==> src/rtl/lab_serial_borrow_sub.sv <==
// lab_serial_borrow_sub
//   Multi-cycle subtractor: diff = x - y - bin (modulo 2^WIDTH).
//   DIGIT bits are resolved per clock through a ripple-borrow slice. The borrow
//   between digits is carried in a register, so the combinational path is only
//   DIGIT bits long regardless of WIDTH. Latency is N = WIDTH/DIGIT clocks.
//
// Ports
//   clk    rising-edge clock
//   rst    synchronous, active-high reset (aborts any operation in flight)
//   start  request, sampled only in IDLE
//   x, y   minuend / subtrahend, captured on an accepted start
//   bin    borrow-in, captured on an accepted start
//   busy   high while an operation is running
//   done   one-cycle pulse; diff and flags are valid
//   diff   x - y - bin
//   bout   unsigned borrow out (x < y + bin)
//   ovf    two's-complement overflow
//   zero   diff == 0
//
// States
//   state  | meaning
//   IDLE   | waiting for start; results held
//   RUN    | one digit subtracted per clock, N clocks total

module lab_serial_borrow_sub #(
    parameter int WIDTH = 8,
    parameter int DIGIT = 1
) (
    input  logic             clk,
    input  logic             rst,
    input  logic             start,
    input  logic [WIDTH-1:0] x,
    input  logic [WIDTH-1:0] y,
    input  logic             bin,
    output logic             busy,
    output logic             done,
    output logic [WIDTH-1:0] diff,
    output logic             bout,
    output logic             ovf,
    output logic             zero
);

    localparam int N  = WIDTH / DIGIT;
    localparam int CW = (N > 1) ? $clog2(N) : 1;
    localparam logic [CW-1:0] LAST = CW'(N - 1);

    localparam logic [0:0] S_IDLE = 1'b0;
    localparam logic [0:0] S_RUN  = 1'b1;

    logic [0:0]       state;
    logic [WIDTH-1:0] x_sh;
    logic [WIDTH-1:0] y_sh;
    logic             x_msb;
    logic             y_msb;
    logic             brw;
    logic [CW-1:0]    cnt;

    logic [DIGIT-1:0] d_slice;
    logic [DIGIT:0]   b_chain;
    logic [WIDTH-1:0] res_next;
    logic             ovf_next;

    // Ripple-borrow slice over the low DIGIT bits of the operand shifters.
    // A bit borrows when a < b + c.
    always_comb begin
        d_slice    = '0;
        b_chain    = '0;
        b_chain[0] = brw;
        for (int i = 0; i < DIGIT; i++) begin
            d_slice[i]   = x_sh[i] ^ y_sh[i] ^ b_chain[i];
            b_chain[i+1] = (~x_sh[i] & y_sh[i]) | (~(x_sh[i] ^ y_sh[i]) & b_chain[i]);
        end
    end

    // Result digits enter from the MSB end. Only WIDTH-DIGIT bits of earlier
    // digits need to be stored; the newest digit comes straight from the slice.
    generate
        if (DIGIT == WIDTH) begin : g_single
            assign res_next = d_slice;
        end else begin : g_multi
            logic [WIDTH-DIGIT-1:0] res_sh;

            assign res_next = {d_slice, res_sh};

            always_ff @(posedge clk) begin
                if (rst) begin
                    res_sh <= '0;
                end else if (state == S_RUN) begin
                    res_sh <= res_next[WIDTH-1:DIGIT];
                end
            end
        end
    endgenerate

    // Overflow only possible when operand signs differ; bin acts through diff.
    assign ovf_next = (x_msb != y_msb) && (res_next[WIDTH-1] != x_msb);

    always_ff @(posedge clk) begin
        if (rst) begin
            state <= S_IDLE;
            x_sh  <= '0;
            y_sh  <= '0;
            x_msb <= 1'b0;
            y_msb <= 1'b0;
            brw   <= 1'b0;
            cnt   <= '0;
            busy  <= 1'b0;
            done  <= 1'b0;
            diff  <= '0;
            bout  <= 1'b0;
            ovf   <= 1'b0;
            zero  <= 1'b0;
        end else begin
            done <= 1'b0;
            if (state == S_IDLE) begin
                if (start) begin
                    x_sh  <= x;
                    y_sh  <= y;
                    x_msb <= x[WIDTH-1];
                    y_msb <= y[WIDTH-1];
                    brw   <= bin;
                    cnt   <= '0;
                    busy  <= 1'b1;
                    state <= S_RUN;
                end
            end else begin
                x_sh <= x_sh >> DIGIT;
                y_sh <= y_sh >> DIGIT;
                brw  <= b_chain[DIGIT];
                cnt  <= cnt + CW'(1);
                if (cnt == LAST) begin
                    diff  <= res_next;
                    bout  <= b_chain[DIGIT];
                    ovf   <= ovf_next;
                    zero  <= (res_next == '0);
                    done  <= 1'b1;
                    busy  <= 1'b0;
                    state <= S_IDLE;
                end
            end
        end
    end

endmodule

==> config.mk <==
export PLATFORM = sky130hd
export DESIGN_NAME = lab_serial_borrow_sub
export DESIGN_NICKNAME = d
export VERILOG_FILES = /design/src/rtl/lab_serial_borrow_sub.sv
export SDC_FILE = /design/constraint.sdc
export NUM_CORES = 1
export LEC_CHECK = 0
export BUFFER_PORTS_ARGS = -buffer_cell sky130_fd_sc_hd__clkbuf_2
export CORE_ASPECT_RATIO = 0.8
export CORE_UTILIZATION = 49
export CTS_CLUSTER_DIAMETER = 40
export DETAILED_ROUTE_END_ITERATION = 7
export PLACE_DENSITY = 0.71
export SETUP_SLACK_MARGIN = 0.02
export SLEW_MARGIN = 10
export SYNTH_ARGS = -nofsm -noshare
export SYNTH_HDL_FRONTEND = slang
export SYNTH_SLANG_ARGS = --single-unit
==> constraint.sdc <==
create_clock -name clk -period 1.4 [get_ports clk]
set_input_delay 0.21 -clock clk [delete_from_list [all_inputs] [get_ports clk]]
set_output_delay 0.21 -clock clk [all_outputs]
set_load 0.02 [all_outputs]
Word level (Yosys, flattened, before mapping) --
Index checks and enable logic that the tools add are counted.
Cells by class: $add $sub $neg 1, equality and inequality tests 4, multiplexer cells 15, bitwise gates (word level) 8, reductions and logical operators 8
Operator list (count):
- $mux 7 | 4
- $mux 1 | 9
- $logic_not 8->1 | 1
- $mux 3 | 2
- $reduce_and 2->1 | 3
- $reduce_or 2->1 | 2
- $add 3x1->3 const B | 1
- $eq 3x3->1 const B | 1
- $not 1->1 | 3
- $and 1x1->1 | 2
- $ne 1x1->1 | 2
- $ne 2x1->1 const B | 1
- $reduce_bool 2->1 | 1
- $xor 1x1->1 | 2
- $logic_and 1x1->1 | 1
- $or 1x1->1 | 1
Storage, ports and cells: register bits after elaboration 43, bits of input ports 20, output and inout port bits 13, logic and storage cells 52

Logic depth before layout (Yosys ltp) --
depth after elaboration 5, mapped depth 7

Worst setup path before layout --
OpenSTA, ideal clock, no wires.
path type reg2reg, start register y_sh[0], end register ovf, setup time 0.091 ns, data arrival time 1.438 ns, slack -0.129 ns, stages on the path, launching flop included 5, clock period less this slack 1.529 ns, cell sequence dfxtp_1 inv_1 fa_1 or3b_1 a311oi_1
On the way: word-level cells in the longest chain between the ends 4
Ends and longest elaborated chain:
- start: declaration | RTL line 52 | logic [WIDTH-1:0] y_sh;
- start signal: assignment | RTL line 118 | y_sh <= y;
- start signal: assignment | RTL line 128 | y_sh <= y_sh >> DIGIT;
- $xor 1x1->1 (2 in series) | RTL line 70 | d_slice[i] = x_sh[i] ^ y_sh[i] ^ b_chain[i];
- net d_slice | RTL line 58 | logic [DIGIT-1:0] d_slice;
- $ne 1x1->1 | RTL line 96 | assign ovf_next = (x_msb != y_msb) && (res_next[WIDTH-1] != x_msb);
- $logic_and 1x1->1 | RTL line 96
- end signal: assignment | RTL line 134 | ovf <= ovf_next;
- end: declaration | RTL line 39 | output logic ovf,
The timed path passes the listed nets, and every way through them passes these cells. A chain may end at the register's enable or synchronous reset.

Final worst setup path --
Same ends and word-level chain as after synthesis.

==> metrics.md <==
| Metric | Value |
|---|---|
| Ant diodes | `0` |
| Critical path class | `flip-flop to flip-flop` |
| Total CTS buffers | `5` |
| Reg clk slew, reported paths | `80 ps` |
| Routability cong. | `around 0.75` |
| Avg Vias per Cell | `approximately 5.3` |
| Maximum VDD drop | `about 650 uV` |
| RSZ-0062 raised after global routing | `yes` |
| Actual slew at the worst max-slew pin | `around 370 ps` |
| Post-Syn Nets | `a little over 200` |
| Average wire per standard cell | `around 14 um` |
| Peak Freq | `655 MHz` |
| Total number of vias | `approximately 1400` |
| Pin count of the biggest net entering global routing | `36` |
| Post-route ant nets | `0` |
| Initial DRC count | `roughly 70` |
| Tot Pwr | `~2.5 mW` |
| Final #Nets | `~240` |
| Minimum clock period | `roughly 1500 ps` |
| Clk_skew | `roughly 3.6 ps` |
| Final Hold Fails | `0` |
| Global-route wire length before repair | `a little over 6 mm` |
| Layout area overhead | `19.1%` |
| # IOs | `33` |
| Final Non-Filler Cells | `259` |
| Violated checks | `DRC, setup timing` |
| Setup crit end kind | `flip-flop` |
| Power per standard cell area | `approximately 1100 nW/um^2` |
| Status | `finished with violations` |
| Startpoint types | `flip-flop` |
| Sequential share of the synthesized area | `a little under half` |
| Crit path required time | `around 1600 ps` |
| Clk root buf | `clkbuf_8` |
| Min setup slack post-route | `-126 ps` |
| Warnings, synthesis | `0` |
| CTS max path bufs | `2` |
| Core Area | `about 3500 um^2` |
| Syn avg cell area | `between 10 and 15 um^2` |
| Starting density of the core | `~53%` |
| Number of global-route vias before repair | `approximately 1300` |
| Post-Syn Area | `between 1500 and 2000 um^2` |
| Placed cell count | `250` |
| Post-Synthesis Cells | `about 180` |
| All-Layer GR Usage | `~20%` |
| DP HPWL | `~2.4 mm` |
| Worst-path fanout max | `2` |
| Hold WS | `184 ps` |
| Overflow left after global routing | `0` |
| Final setup fails | `3` |
| Final period util | `109%` |
| Final WL | `between 3 and 4 mm` |
| Die Y | `around 57 um` |
| Hold WC Path Type | `input pin to flip-flop` |
| Layout cells sized above 1 | `roughly a third` |
| Synth Register Bits | `43` |
| CTS tree | `yes` |
| Synth cell types | `28` |
| Number of max-slew violations in the final report | `0` |
| Normalized max-slew margin | `between 70% and 80%` |
| 1st-pass router iterations | `8` |
| Initial antenna violation count | `0` |
| DRC | `2` |
| Max capacitance violation total | `0` |
| FP Rows | `19` |
| Die X | `between 70 and 80 um` |
| Clock sinks | `43` |
| LEAKAGE | `0.966 nW` |
| Clk_lat worst skew | `290 ps` |
| Die area | `about 4000 um^2` |
| H-tree lvl count | `2` |
| Arrival time worst endpoint | `around 1700 ps` |
| Port-buffer cells | `32` |
==> registers in the layout, indices dropped and copies added (netlist names) <==
| register | count |
|---|---|
| x_sh | 8 |
| zero | 1 |
| y_sh | 8 |
| ovf | 1 |
| x_msb | 1 |
| state | 1 |
| brw | 1 |
| bout | 1 |
| y_msb | 1 |
| cnt | 3 |
| done | 1 |
| busy | 1 |
| g_multi.res_sh | 7 |
| diff | 8 |
==> worst paths after layout <==
| kind | startpoint | to | slack [ps] | depth (start not counted) |
|---|---|---|---|---|
| setup / recovery | y_sh[0]$_SDFFE_PP0P_ | ovf$_SDFFE_PP0P_ | -130 | 4 |
| hold / removal | y[7] | y_msb$_SDFFE_PP0P_ | 180 | 3 |
| setup reg to reg | y_sh[0]$_SDFFE_PP0P_ | ovf$_SDFFE_PP0P_ | -130 | 4 |
| hold reg to reg | diff[3]$_SDFFE_PP0P_ | diff[3]$_SDFFE_PP0P_ | 460 | 2 |
==> cell usage after synthesis <==
cell type  number  area share, %
a211oi_1        3            1.2
nor3b_1         3            1.2
a21oi_1        13            3.5
mux2_2          3            1.8
mux2i_1        25             13
nor2_1         30            6.1
a311oi_1        1           0.47
or3b_1          1           0.47
nand3_1         1           0.27
buf_4           3            1.2
buf_2           1           0.27
nand2b_1        1           0.34
nor4_1          2           0.67
o21bai_1        1           0.40
nand3b_1        1           0.40
ha_1            2            1.3
clkbuf_1        5            1.0
dfxtp_1        43             46
nand2_1        18            3.6
and2b_1         1           0.40
buf_6           4            2.4
mux2_4         11            8.9
inv_1           3           0.61
nor3_1          3           0.81
fa_1            1            1.1
buf_12          1            1.1
and2_1          1           0.34
nor2b_1         1           0.34
==> logic make-up after synthesis <==
logic type	after synthesis	synth area share, %
buf+inv	17	6.59
simple gates	63	14.9
fa+ha+maj	3	2.42
flops	43	46.3
mux	39	24.2
compound gates	18	5.59
==> worst max-delay path, cell delays in order, from the launching register on <==
cell and delay, ps:
dfxtp_2 330, inv_2 40, fa_1 490, or3b_1 380, a311oi_1 200
==> layout make-up <==
cell class                 instances  area, um^2
fill                             287        1300
tap                               42        52.6
sequential                        43         865
clock buffer                       8         100
multi-input combinational        123         917
inverter                           3        11.3
timing repair buffer              40         269
==> cell usage in the layout, fill, tap and decap left out, drive strengths merged <==
cell	n
a211oi	3
a21oi	13
a311oi	1
and2	1
and2b	1
buf	8
clkbuf	40
dfxtp	43
fa	1
ha	2
inv	3
mux2	14
mux2i	25
nand2	18
nand2b	1
nand3	1
nand3b	1
nor2	30
nor2b	1
nor3	3
nor3b	3
nor4	2
o21bai	1
or3b	1
==> what timing repair did <==
item	CTS	global route
setup endpoints to repair	11	12
hold buffers	0	0
buffers inserted	1	0
pin swaps	3	4
gates resized for setup	8	10
==> routing by layer <==
layer	track usage, %	vias to the layer above	share of wire, %
met4	9.43	0	2.2
met5	0	-	0
met2	30.8	31	45
li1	-	684	-
met3	4.42	10	4.0
met1	25.6	651	49
==> through the flow <==
stage | setup WS (ps) | area (um^2) | utilization (%) | setup TNS [ps]
finish | -126 | 2210 | 62.9 | -195
global route | -196 | 2210 | 62.9 | -478
CTS | -133 | 2180 | 62.0 | -198
detailed placement | -114 | 2050 | 58.3 | -219
global placement | -46.9 | 2050 | 58.3 | -63.5
floorplan | -76.5 | 1860 | - | -76.5
==> power by group <==
group          internal (mW)  total, mW  switching (mW)
Clock                  0.450      0.851           0.401
Combinational          0.182      0.331           0.149
Sequential              1.27       1.30          0.0309
Power figures use the tool's default switching activity.
